<file path="config.mk">
export PLATFORM = sky130hd
export DESIGN_NAME = tdisp_sevenseg_scan_flat
export DESIGN_NICKNAME = d
export VERILOG_FILES = /design/src/rtl/tdisp_pkg.sv /design/src/rtl/tdisp_sevenseg_scan_if.sv /design/src/rtl/bcd7seg.sv /design/src/rtl/tdisp_sevenseg_scan.sv /design/src/flat_wrapper.sv
export SDC_FILE = /design/constraint.sdc
export NUM_CORES = 1
export LEC_CHECK = 0
export CORE_ASPECT_RATIO = 0.7
export CORE_MARGIN = 3
export CORE_UTILIZATION = 50
export DETAILED_ROUTE_END_ITERATION = 8
export HOLD_SLACK_MARGIN = 0.08
export PLACE_DENSITY = 0.72
export SETUP_SLACK_MARGIN = 0.02
export SKIP_CTS_REPAIR_TIMING = 1
export SYNTH_ARGS = -nofsm -noshare
export SYNTH_HDL_FRONTEND = slang
export SYNTH_SLANG_ARGS = --single-unit
</file>
<file path="constraint.sdc">
create_clock -name clk -period 2.85 [get_ports clk]
set_input_delay 0.4275 -clock clk [delete_from_list [all_inputs] [get_ports clk]]
set_output_delay 0.4275 -clock clk [all_outputs]
set_load 0.01 [all_outputs]
</file>
<file path="src/rtl/tdisp_pkg.sv">
// Shared glyphs and types for the temperature seven-segment scanner.
// Glyphs are active-low {g,f,e,d,c,b,a}.
package tdisp_pkg;

  localparam logic [6:0] SEG_BLANK = 7'h7F;
  localparam logic [6:0] SEG_MINUS = 7'h3F;
  localparam logic [6:0] SEG_C     = 7'h46;
  localparam logic [6:0] SEG_F     = 7'h0E;
  localparam logic [6:0] SEG_E     = 7'h06;

  localparam logic [6:0] SEG_DIGIT [0:9] = '{
    7'h40, 7'h79, 7'h24, 7'h30, 7'h19, 7'h12, 7'h02, 7'h78, 7'h00, 7'h10
  };

  typedef struct packed {
    logic       sign;
    logic [3:0] thou;
    logic [3:0] hund;
    logic [3:0] tens;
    logic [3:0] ones;
    logic       c_f;
  } tdisp_val_t;

  typedef logic [2:0] tdisp_idx_t;

endpackage

</file>
<file path="src/rtl/tdisp_sevenseg_scan_if.sv">
// Value-in / display-out bundle of the seven-segment scanner.
interface tdisp_sevenseg_scan_if;

  logic       load;
  logic       sign;
  logic [3:0] thou;
  logic [3:0] hund;
  logic [3:0] tens;
  logic [3:0] ones;
  logic       c_f;
  logic       blank;
  logic [7:0] an;
  logic [6:0] seg;
  logic       dp;
  logic       pending;

  modport master (
    output load, sign, thou, hund, tens, ones, c_f, blank,
    input  an, seg, dp, pending
  );

  modport slave (
    input  load, sign, thou, hund, tens, ones, c_f, blank,
    output an, seg, dp, pending
  );

endinterface

</file>
<file path="src/rtl/bcd7seg.sv">
// BCD digit to active-low seven-segment glyph; codes above 9 render as 'E'.
module bcd7seg
  import tdisp_pkg::*;
(
    input  logic [3:0] digit,
    output logic [6:0] glyph
);

    always_comb begin
        glyph = SEG_E;
        case (digit)
            4'd0: glyph = SEG_DIGIT[0];
            4'd1: glyph = SEG_DIGIT[1];
            4'd2: glyph = SEG_DIGIT[2];
            4'd3: glyph = SEG_DIGIT[3];
            4'd4: glyph = SEG_DIGIT[4];
            4'd5: glyph = SEG_DIGIT[5];
            4'd6: glyph = SEG_DIGIT[6];
            4'd7: glyph = SEG_DIGIT[7];
            4'd8: glyph = SEG_DIGIT[8];
            4'd9: glyph = SEG_DIGIT[9];
            default: glyph = SEG_E;
        endcase
    end

endmodule

</file>
<file path="src/rtl/tdisp_sevenseg_scan.sv">
// Double-buffered, time-multiplexed 8-digit temperature display driver.
// New values are only promoted to the shown buffer at a frame boundary.
module tdisp_sevenseg_scan
  import tdisp_pkg::*;
#(
    parameter int unsigned DWELL = 100_000,
    parameter int unsigned NDIG  = 8
) (
    input logic           clk,
    input logic           rst_n,
    tdisp_sevenseg_scan_if.slave bus
);

    localparam int unsigned CntW    = (DWELL > 1) ? $clog2(DWELL) : 1;
    localparam tdisp_idx_t  LastIdx = tdisp_idx_t'(NDIG - 1);

    logic [CntW-1:0] cnt_q, cnt_d;
    tdisp_idx_t      idx_q, idx_d;
    tdisp_val_t      pend_q, pend_d;
    tdisp_val_t      act_q, act_d;
    logic            pending_q, pending_d;
    logic [7:0]      an_q, an_d;
    logic [6:0]      seg_q, seg_d;
    logic            dp_q, dp_d;

    logic            tick;
    logic            frame_end;
    logic [3:0]      cur_digit;
    logic [6:0]      cur_glyph;
    tdisp_idx_t      hi_pos;
    logic            show_minus;

    assign tick      = (cnt_q == CntW'(DWELL - 1));
    assign frame_end = tick && (idx_q == LastIdx);

    always_comb begin
        cnt_d     = tick ? '0 : cnt_q + CntW'(1);
        idx_d     = idx_q;
        act_d     = act_q;
        pend_d    = pend_q;
        pending_d = pending_q;
        if (tick) begin
            idx_d = (idx_q == LastIdx) ? '0 : idx_q + 3'd1;
        end
        if (frame_end && pending_q) begin
            act_d     = pend_q;
            pending_d = 1'b0;
        end
        // A load on the boundary cycle still wins the pending slot.
        if (bus.load) begin
            pend_d    = '{sign: bus.sign, thou: bus.thou, hund: bus.hund,
                          tens: bus.tens, ones: bus.ones, c_f: bus.c_f};
            pending_d = 1'b1;
        end
    end

    always_comb begin
        cur_digit = 4'd0;
        case (idx_q)
            3'd0:    cur_digit = act_q.ones;
            3'd1:    cur_digit = act_q.tens;
            3'd2:    cur_digit = act_q.hund;
            3'd3:    cur_digit = act_q.thou;
            default: cur_digit = 4'd0;
        endcase
    end

    bcd7seg u_bcd7seg (
        .digit (cur_digit),
        .glyph (cur_glyph)
    );

    // Highest value digit that is lit; tens and ones are never blanked.
    always_comb begin
        hi_pos = 3'd1;
        if (act_q.hund != 4'd0) hi_pos = 3'd2;
        if (act_q.thou != 4'd0) hi_pos = 3'd3;
    end

    assign show_minus = act_q.sign &&
                        ({act_q.thou, act_q.hund, act_q.tens, act_q.ones} != 16'd0);

    always_comb begin
        seg_d = cur_glyph;
        if (idx_q == 3'd7) begin
            seg_d = act_q.c_f ? SEG_F : SEG_C;
        end else if (show_minus && (idx_q == hi_pos + 3'd1)) begin
            seg_d = SEG_MINUS;
        end else if (idx_q > hi_pos) begin
            seg_d = SEG_BLANK;
        end
        an_d = bus.blank ? 8'hFF : ~(8'd1 << idx_q);
        dp_d = (idx_q != 3'd1);
    end

    always_ff @(posedge clk or negedge rst_n) begin
        if (!rst_n) begin
            cnt_q     <= '0;
            idx_q     <= '0;
            pend_q    <= '0;
            act_q     <= '0;
            pending_q <= 1'b0;
            an_q      <= 8'hFF;
            seg_q     <= SEG_BLANK;
            dp_q      <= 1'b1;
        end else begin
            cnt_q     <= cnt_d;
            idx_q     <= idx_d;
            pend_q    <= pend_d;
            act_q     <= act_d;
            pending_q <= pending_d;
            an_q      <= an_d;
            seg_q     <= seg_d;
            dp_q      <= dp_d;
        end
    end

    assign bus.an      = an_q;
    assign bus.seg     = seg_q;
    assign bus.dp      = dp_q;
    assign bus.pending = pending_q;

endmodule

</file>
<file path="src/flat_wrapper.sv">
// flat-port wrapper written by rule: the top's interface ports become plain ports
module tdisp_sevenseg_scan_flat import tdisp_pkg::*;
#(
    parameter int unsigned DWELL = 100_000,
    parameter int unsigned NDIG  = 8
)
  (clk, rst_n, bus_load, bus_sign, bus_thou, bus_hund, bus_tens, bus_ones, bus_c_f, bus_blank, bus_an, bus_seg, bus_dp, bus_pending);
  tdisp_sevenseg_scan_if bus_i ();
  input logic clk;
  input logic rst_n;
  input wire logic [$bits(bus_i.load)-1:0] bus_load;
  input wire logic [$bits(bus_i.sign)-1:0] bus_sign;
  input wire logic [$bits(bus_i.thou)-1:0] bus_thou;
  input wire logic [$bits(bus_i.hund)-1:0] bus_hund;
  input wire logic [$bits(bus_i.tens)-1:0] bus_tens;
  input wire logic [$bits(bus_i.ones)-1:0] bus_ones;
  input wire logic [$bits(bus_i.c_f)-1:0] bus_c_f;
  input wire logic [$bits(bus_i.blank)-1:0] bus_blank;
  output wire logic [$bits(bus_i.an)-1:0] bus_an;
  output wire logic [$bits(bus_i.seg)-1:0] bus_seg;
  output wire logic [$bits(bus_i.dp)-1:0] bus_dp;
  output wire logic [$bits(bus_i.pending)-1:0] bus_pending;
  assign bus_i.load = bus_load;
  assign bus_i.sign = bus_sign;
  assign bus_i.thou = bus_thou;
  assign bus_i.hund = bus_hund;
  assign bus_i.tens = bus_tens;
  assign bus_i.ones = bus_ones;
  assign bus_i.c_f = bus_c_f;
  assign bus_i.blank = bus_blank;
  assign bus_an = bus_i.an;
  assign bus_seg = bus_i.seg;
  assign bus_dp = bus_i.dp;
  assign bus_pending = bus_i.pending;
  tdisp_sevenseg_scan #(.DWELL(DWELL), .NDIG(NDIG)) u_core (.clk(clk), .rst_n(rst_n), .bus(bus_i));
endmodule
</file>
==> results.cfg, run 1 <==
[run_status]
outcome = finished clean

[synth]
yosysSeqAreaShare_pct = 55.0
synth_area_per_cell_um2 = 12.5
number_of_storage_elements_in_the_synthesis_netlist = 73
synth_cells = 269
postSynthNetCount = 306
yosysUniqueCellTypes = 44
netlist_area_mm2 = 0.00336
yosysWarnings = 0

[sta]
worstMarginPinSlew_ns = 0.839
fin_crit_sh_pct = 91.9
final-setup-viol-count = 0
total_negative_slack_for_setup_checks_ns = 0
drv_slew = 0
timing.slew.headroom_pct = 43.9
skew_ns = 0.00429
rsz_0062_raised_after_global_routing = no
timing.fmax_ghz = 0.382
hold_violations = 0
hold-worst-slack_ns = 0.101
period_needed_ns = 2.62

[cts]
numClockSinks = 73
cts.path.max_buffers = 2
worst_setup_hold_path_clk_slew_ns = 0.07
clock_insertion_delay_worst_skew_ns = 0.35
numCtsBuffers = 9
h-tree-depth = 3
cts_tree = built
ctsRootBufferMaster = sky130_fd_sc_hd__clkbuf_8

[finish]
post-route-cell-area_mm2 = 0.00402
finalNetCount = 352
syn_to_final_growth_pct = 19.8
post_route_cells_drive_above_1_share_pct = 25.3
final_cell_count_without_fillers = 411
antenna_cells = 0
fillerInstances = 508

[pwr]
net-switching-power_uw = 428
leakagePower_nw = 1.78
power_mw = 1.87
seqPwrFrac_pct = 57.5
pwr-share-comb_pct = 4.7
pwr_density_cell_mw_per_mm2 = 466
power.share.switching_pct = 22.8
relative_contribution_of_the_clock_network_to_total_power_pct = 37.9
power_report.internal_total_mw = 1.45
worst_ir_drop_vdd_uv = 320

[global_routing]
grt_antenna_before_repair = 0
grt_max_degree = 46
via_count_of_the_first_global_routing_pass = 2140
total_gr_overflow = 0
grtUsageTotal_pct = 18.3
grt_pass1_wl_um = 10800

[die]
coreArea_mm2 = 0.00637
die_ar_mm2 = 0.00775
top_level_ports = 39
fp.dieH_um = 74.6
std_cell_rows = 24
initial_utilization_pct = 52.8
die_width_um = 104

[setup_path]
highest_net_fanout_along_the_worst_path = 6
required_time_at_the_worst_slack_endpoint_ns = 3.13
critPathKind = register to register
critical-path-top-delay-family = compound AO/OA/AOI/OAI gates
crit_buf_inv = 2
timing.critical_path.from_type = register
cpMaxStageDelayCell = sky130_fd_sc_hd__dfrtp_1
crit_chain = inv_1 -> ha_1 -> a222oi_1 -> o21a_1 -> inv_1 -> ha_1 -> o21a_1 -> o221a_2 -> a211oi_1 -> o21bai_1
worst-endpoint-arrival_ns = 2.90
critical-path-max-stage-delay_ns = 0.40
timing.critical_path.to_type = register

[route]
via_count = 2168
detail_route.vias_per_cell = 5.27
avgRoutedWirePerCell_um = 15.5
drc = 0
wirelength_um = 6380
drtIter0Drc = 174
drtAntennaViolNets = 0
drt_pre_antenna_iters = 5

[placement]
dp_cells = 395
half_perimeter_wire_length_after_detailed_placement_um = 4710
port_buffers = 38
placement_stage_cell_area_mm2 = 0.00384
gp_congestion = 0.937

[job]
max-cap-violations = 0

[min_path]
timing.hold.worst.class = input port to asynchronous set/reset pin
[cells by family after synthesis]
kind of cell	count (synthesis)	share of synthesized area (%)
adders and majority gates	15	5.59
and+or+nand+nor	76	11.8
AOI/OAI and AO/OA	36	7.41
xor gates and xnor gates	15	3.91
muxes	38	13.8
buffers and inverters	16	2.50
DFF	73	55.0
[path summary, 6_finish.rpt]
kind	start	endpoint	slack (ns)	cells after the start
max	u_core.idx_q[0]	u_core.bus.seg[6]	0.23	10
max reg2reg	u_core.idx_q[0]	u_core.bus.seg[6]	0.23	10
max in group asynchronous	rst_n	u_core.pend_q[17]	2.10	2
min	rst_n	u_core.cnt_q[16]	0.10	1
min reg2reg	u_core.cnt_q[8]	u_core.cnt_q[8]	0.48	1
min in group clk	u_core.cnt_q[8]	u_core.cnt_q[8]	0.48	1
[per-stage QoR]
stage                     utilization, %  setup slack (ns)
final                               63.2             0.231
after detailed placement            60.3             0.288
after global placement              60.3             0.385
after floorplan                        -             0.415
after global routing                63.2            0.0717
after CTS                           63.0             0.221
[Yosys cell counts (all sizes together)]
cell	n	area (um2)
o21a	4	30.0
ha	15	188
o21ai	8	40.0
a22oi	2	15.0
nor4bb	1	10.0
dfrtp	57	1430
and4	1	11.3
a21oi	8	40.0
nor2	16	60.1
nor3	2	10.0
clkbuf	5	18.8
dfstp	16	420
nor4	5	46.3
mux2i	1	10.0
a211oi	1	7.51
a21boi	1	7.51
buf	2	31.3
nand2b	4	25.0
nand2	24	92.6
o21bai	1	7.51
nand3	5	25.0
mux2	37	454
and3	5	31.3
nor4b	1	8.76
nor2b	5	31.3
a22o	1	8.76
o221a	2	22.5
a2bb2oi	1	8.76
xor2	9	78.8
xnor2	6	52.6
inv	9	33.8
nand4	4	25.0
o221ai	1	8.76
or3	1	6.26
or2	1	6.26
and2	1	6.26
a21o	2	15.0
a222oi	2	20.0
a32oi	1	8.76
a211o	1	8.76
[sequential cells by signal (all words and copies together), names as in the netlist]
register and count:
u_core.bus.dp 1, u_core.bus.seg 7, u_core.idx_q 3, u_core.act_q 18, u_core.bus.an 8, u_core.pend_q 18, u_core.cnt_q 17, u_core.bus.pending 1
[cell type report]
type	instances	area [um2]	area share [%]
inverters	9	33.8	0.840
clock inverters	6	33.8	0.840
multi-input cells	180	1440	35.8
clock buffers	10	138	3.42
repair buffers	42	418	10.4
well taps	91	114	2.83
flip-flops and latches	73	1850	45.9
[routing by layer]
layer / share of wire (%) / vias to the layer above / GRT usage, % / routed length (um)
li1: - / 1031 / - / -
met1: 49 / 1052 / 25.9 / 3130
met2: 43 / 77 / 27.1 / 2730
met3: 6.9 / 8 / 5.81 / 437
met4: 1.3 / 0 / 5.75 / 80
met5: 0 / - / 0 / 0
[power groups by stage]
stage                     Clock (mW)  Sequential, mW  Combinational (mW)
after floorplan                    0            1.09              0.0327
after global placement             0            1.10              0.0875
after detailed placement           0            1.10              0.0897
after CTS                      0.725            1.08              0.0899
after global routing           0.773            1.08              0.0974
final                          0.710            1.08              0.0872
[placed cells by master (no fill, tap or decap), types with 9 or more instances in the layout]
cell	count
sky130_fd_sc_hd__clkbuf_8	10
sky130_fd_sc_hd__mux2_2	27
sky130_fd_sc_hd__mux2_4	10
sky130_fd_sc_hd__nor2_1	16
sky130_fd_sc_hd__clkdlybuf4s50_1	37
sky130_fd_sc_hd__dfrtp_1	57
sky130_fd_sc_hd__dfstp_2	16
sky130_fd_sc_hd__inv_1	9
sky130_fd_sc_hd__nand2_1	23
sky130_fd_sc_hd__xor2_1	9
sky130_fd_sc_hd__ha_1	15
(Power assumes the default switching activity.)
==> inputs of run 2 (changes only) <==
CORE_MARGIN = default   (was 3)
==> run 2 against run 1 <==
Against the previous run:
- clock-buffer cell count shrank 1
- largest power group unchanged
- global-route usage grew 1.6 points
- critical path type unchanged
- non-clock buffer count is the same
- die area shrank 9.0%
- maximum frequency shrank 1.7%
==> results.cfg, run 2 (synthesized netlist as in run 1, its figures left out) <==
[route]
drtAntennaViolNets = 0
detail_route.vias_per_cell = 5.37
drt_pre_antenna_iters = 4
drc = 0
drtIter0Drc = 212
wirelength_um = 6070
avgRoutedWirePerCell_um = 14.8
via_count = 2209

[sta]
skew_ns = 0.00778
fin_crit_sh_pct = 93.5
timing.fmax_ghz = 0.375
period_needed_ns = 2.66
timing.slew.headroom_pct = 45.4
finalWorstSetupSlack_ns = 0.187
rsz_0062_raised_after_global_routing = no
worstMarginPinSlew_ns = 0.817
hold-worst-slack_ns = 0.0833
total_negative_slack_for_setup_checks_ns = 0
hold_violations = 0
final-setup-viol-count = 0
drv_slew = 0

[setup_path]
highest_net_fanout_along_the_worst_path = 5
cpMostUsedCell = sky130_fd_sc_hd__ha_1
timing.critical_path.to_type = register
required_time_at_the_worst_slack_endpoint_ns = 3.13
critPathKind = register to register
worst-endpoint-arrival_ns = 2.94
crit_buf_inv = 1
cpMaxStageDelayCell = sky130_fd_sc_hd__dfrtp_1
timing.critical_path.from_type = register
critical-path-max-stage-delay_ns = 0.45
critical-path-top-delay-family = compound AO/OA/AOI/OAI gates
crit_chain = ha_1 -> ha_1 -> a32oi_1 -> o21a_1 -> inv_1 -> ha_1 -> o21a_1 -> o221a_2 -> a211oi_1 -> o21bai_1

[placement]
dp_cells = 395
gp_congestion = 0.884
port_buffers = 38
placement_stage_cell_area_mm2 = 0.00384
dpl_worst_slack_ns = 0.251
half_perimeter_wire_length_after_detailed_placement_um = 4370

[global_routing]
total_gr_overflow = 0
grt_antenna_before_repair = 0
grtUsageTotal_pct = 19.8
via_count_of_the_first_global_routing_pass = 2155
grt_max_degree = 74
grt_pass1_wl_um = 10600

[cts]
ctsRootBufferMaster = sky130_fd_sc_hd__clkbuf_8
clock_insertion_delay_worst_skew_ns = 0.35
cts.path.max_buffers = 2
numClockSinks = 73
h-tree-depth = 3
cts_tree = built
numCtsBuffers = 9
worst_setup_hold_path_clk_slew_ns = 0.08

[die]
std_cell_rows = 24
die_width_um = 100
fp.dieH_um = 70.6
die_ar_mm2 = 0.00705
top_level_ports = 39
initial_utilization_pct = 52.8
coreArea_mm2 = 0.00637

[pwr]
pwr_density_cell_mw_per_mm2 = 464
seqPwrFrac_pct = 57.9
power_mw = 1.86
pwr-share-comb_pct = 4.6
power_report.internal_total_mw = 1.43
relative_contribution_of_the_clock_network_to_total_power_pct = 37.4
net-switching-power_uw = 432
leakagePower_nw = 1.78
worst_ir_drop_vdd_uv = 371
power.share.switching_pct = 23.2

[job]
max-cap-violations = 0

[finish]
antenna_cells = 0
post-route-cell-area_mm2 = 0.00401
syn_to_final_growth_pct = 19.4
final_core_util_pct = 63.0
most-common-layout-cells = sky130_fd_sc_hd__dfrtp_1, sky130_fd_sc_hd__clkdlybuf4s50_1, sky130_fd_sc_hd__mux2_2, sky130_fd_sc_hd__nand2_1
final_cell_count_without_fillers = 411
fillerInstances = 502
layout_commonest_cell = sky130_fd_sc_hd__dfrtp_1
top_regs = u_core.act_q x18, u_core.pend_q x18, u_core.cnt_q x17
post_route_cells_drive_above_1_share_pct = 25.0
finalNetCount = 352

[run_status]
outcome = finished clean

[min_path]
timing.hold.worst.class = input port to asynchronous set/reset pin
run 2: cell count changes in the layout (fill, tap and decap cells not counted):
| cell | delta |
|---|---|
| sky130_fd_sc_hd__clkbuf_8 | -1 |
| sky130_fd_sc_hd__clkinv_1 | -1 |
| sky130_fd_sc_hd__clkinv_4 | +2 |
| sky130_fd_sc_hd__nor4_1 | +2 |
| sky130_fd_sc_hd__nor4_2 | -2 |
run 2: area by class of cell:
class	instances	area [um2]	share of cell area, %
Clock buffer	9	124	3.09
Clock inverter	7	47.5	1.19
Inverter	9	33.8	0.842
Multi-Input combinational cell	180	1430	35.6
Timing Repair Buffer	42	418	10.4
Tap cell	91	114	2.84
Sequential cell	73	1850	46.0
run 2: worst paths after layout:
check,cells past startpoint,start,end,slack (ns)
min in group clk,1,u_core.cnt_q[4],u_core.cnt_q[4],0.50
worst max-delay path,10,u_core.idx_q[1],u_core.bus.seg[6],0.19
worst min-delay path,2,rst_n,u_core.act_q[5],0.08
worst min register to register,1,u_core.cnt_q[4],u_core.cnt_q[4],0.50
max in group asynchronous,2,rst_n,u_core.bus.an[3],2.44
worst max register to register,10,u_core.idx_q[1],u_core.bus.seg[6],0.19
run 2: per-layer routing:
layer / up-vias / part of all wire, % / wire, um / track usage (%)
li1: 1036 / - / - / -
met3: 11 / 6.8 / 410 / 5.83
met2: 79 / 41 / 2480 / 27.0
met4: 0 / 1.4 / 86 / 7.35
met5: - / 0 / 0 / 0
met1: 1083 / 51 / 3090 / 30.0
run 2: power by group through the flow:
stage	clock [mW]	combinational (mW)	sequential [mW]
after CTS	0.718	0.0894	1.08
after detailed placement	0	0.0891	1.10
after floorplan	0	0.0327	1.09
after global placement	0	0.0874	1.10
final	0.697	0.0865	1.08
after global routing	0.757	0.0976	1.08
==> inputs of run 3 (changes only) <==
GPL_TIMING_DRIVEN = 0   (was default)
REMOVE_ABC_BUFFERS = 1   (was default)
==> run 3 against run 2 <==
Against the previous run:
- combinational power decreased by 2.3%
- routed wire length fell by 0.43%
- cell count is 0.24% lower
- highest routed layer unchanged
==> results.cfg, run 3 (synthesized netlist as in run 1, its figures left out) <==
[setup_path]
worst-endpoint-arrival_ns = 2.97
required_time_at_the_worst_slack_endpoint_ns = 3.13
critPathKind = register to register
highest_net_fanout_along_the_worst_path = 6
timing.critical_path.from_type = register
timing.critical_path.to_type = register

[die]
die_width_um = 100
fp.dieH_um = 70.6
coreArea_mm2 = 0.00637
std_cell_rows = 24
initial_utilization_pct = 52.8
top_level_ports = 39
die_ar_mm2 = 0.00705

[sta]
timing.slew.headroom_pct = 40.2
rsz_0062_raised_after_global_routing = no
hold-worst-slack_ns = 0.184
hold_violations = 0
timing.fmax_ghz = 0.372
fin_crit_sh_pct = 94.3
finalWorstSetupSlack_ns = 0.163
skew_ns = 0.00616
drv_slew = 0
period_needed_ns = 2.69
worstMarginPinSlew_ns = 0.895
final-setup-viol-count = 0

[global_routing]
grt_max_degree = 74
total_gr_overflow = 0
via_count_of_the_first_global_routing_pass = 2131
grt_pass1_wl_um = 10400
grt_antenna_before_repair = 0
grtUsageTotal_pct = 19.7

[cts]
cts.path.max_buffers = 2
worst_setup_hold_path_clk_slew_ns = 0.07
clock_insertion_delay_worst_skew_ns = 0.35
h-tree-depth = 3
cts_tree = built
numClockSinks = 73
ctsRootBufferMaster = sky130_fd_sc_hd__clkbuf_8
numCtsBuffers = 9

[pwr]
net-switching-power_uw = 421
pwr-share-comb_pct = 4.1
pwr_density_cell_mw_per_mm2 = 504
leakagePower_nw = 1.79
power.share.switching_pct = 20.6
power_report.internal_total_mw = 1.62
seqPwrFrac_pct = 52.8
relative_contribution_of_the_clock_network_to_total_power_pct = 43.1
worst_ir_drop_vdd_uv = 405

[route]
detail_route.vias_per_cell = 5.30
drc = 0
drtAntennaViolNets = 0
wirelength_um = 6040
drt_pre_antenna_iters = 5
drtIter0Drc = 125
avgRoutedWirePerCell_um = 14.7
via_count = 2172

[finish]
syn_to_final_growth_pct = 20.6
layout_commonest_cell = sky130_fd_sc_hd__dfrtp_1
post_route_cells_drive_above_1_share_pct = 25.4
fillerInstances = 505
antenna_cells = 0
finalNetCount = 351
most-common-layout-cells = sky130_fd_sc_hd__dfrtp_1, sky130_fd_sc_hd__clkdlybuf4s50_1, sky130_fd_sc_hd__mux2_2, sky130_fd_sc_hd__nand2_1
top_regs = u_core.act_q x18, u_core.pend_q x18, u_core.cnt_q x17

[placement]
gp_congestion = 0.795
port_buffers = 38
half_perimeter_wire_length_after_detailed_placement_um = 4290
dpl_worst_slack_ns = -0.407

[run_status]
outcome = finished clean

[min_path]
timing.hold.worst.class = input port to asynchronous set/reset pin

[job]
max-cap-violations = 0
-- run 3: per-stage QoR --
stage / power, mW / TNS, ns / util (%) / area (um2) / cells
after floorplan: 1.12 / 0 / - / 3310 / 262
after global placement: 1.18 / -69.71 / 59.7 / 3800 / 391
after detailed placement: 1.19 / -6.61 / 59.7 / 3800 / 391
after CTS: 2.06 / -6.32 / 63.2 / 4030 / 407
after global routing: 2.12 / 0 / 63.6 / 4050 / 410
final: 2.04 / 0 / 63.6 / 4050 / 410
-- run 3: cell type report --
type | count | area (um2) | area share, %
clock inverter | 4 | 47.5 | 1.17
timing repair buffer | 41 | 400 | 9.88
sequential | 73 | 1850 | 45.6
inverter | 9 | 33.8 | 0.834
tap | 91 | 114 | 2.81
multi-input combinational | 180 | 1430 | 35.3
clock buffer | 12 | 178 | 4.39
-- run 3: critical path, cell delays in order, from the launching register on --
cell and delay, ns:
sky130_fd_sc_hd__dfrtp_1 0.44, sky130_fd_sc_hd__inv_1 0.11, sky130_fd_sc_hd__ha_1 0.29, sky130_fd_sc_hd__a222oi_1 0.43
sky130_fd_sc_hd__o21a_2 0.24, sky130_fd_sc_hd__inv_1 0.10, sky130_fd_sc_hd__ha_1 0.22, sky130_fd_sc_hd__o21a_1 0.19
sky130_fd_sc_hd__o221a_2 0.28, sky130_fd_sc_hd__a211oi_1 0.24, sky130_fd_sc_hd__o21bai_1 0.09
-- run 3: final timing paths --
path | from | to | slack, ns | depth (start not counted)
max in group asynchronous | rst_n | u_core.idx_q[2] | 2.05 | 1
setup reg to reg | u_core.idx_q[1] | u_core.bus.seg[6] | 0.16 | 10
min in group clk | u_core.cnt_q[0] | u_core.cnt_q[0] | 0.48 | 1
hold / removal | rst_n | u_core.pend_q[10] | 0.18 | 1
hold reg to reg | u_core.cnt_q[0] | u_core.cnt_q[0] | 0.48 | 1
setup / recovery | u_core.idx_q[1] | u_core.bus.seg[6] | 0.16 | 10
-- run 3: per-layer routing --
layer	vias up	GRT usage, %	part of all wire (%)
met5	-	0	0
met4	0	7.84	1.4
met3	9	5.63	4.7
met2	49	28.3	44
met1	1084	28.6	50
li1	1030	-	-
-- run 3: power groups by stage --
stage                     combinational (mW)  sequential (mW)  clock (mW)
after floorplan                       0.0288             1.09           0
after global placement                0.0850             1.10           0
after detailed placement              0.0875             1.10           0
after CTS                             0.0877             1.08       0.896
after global routing                  0.0944             1.08       0.942
final                                 0.0845             1.08       0.879
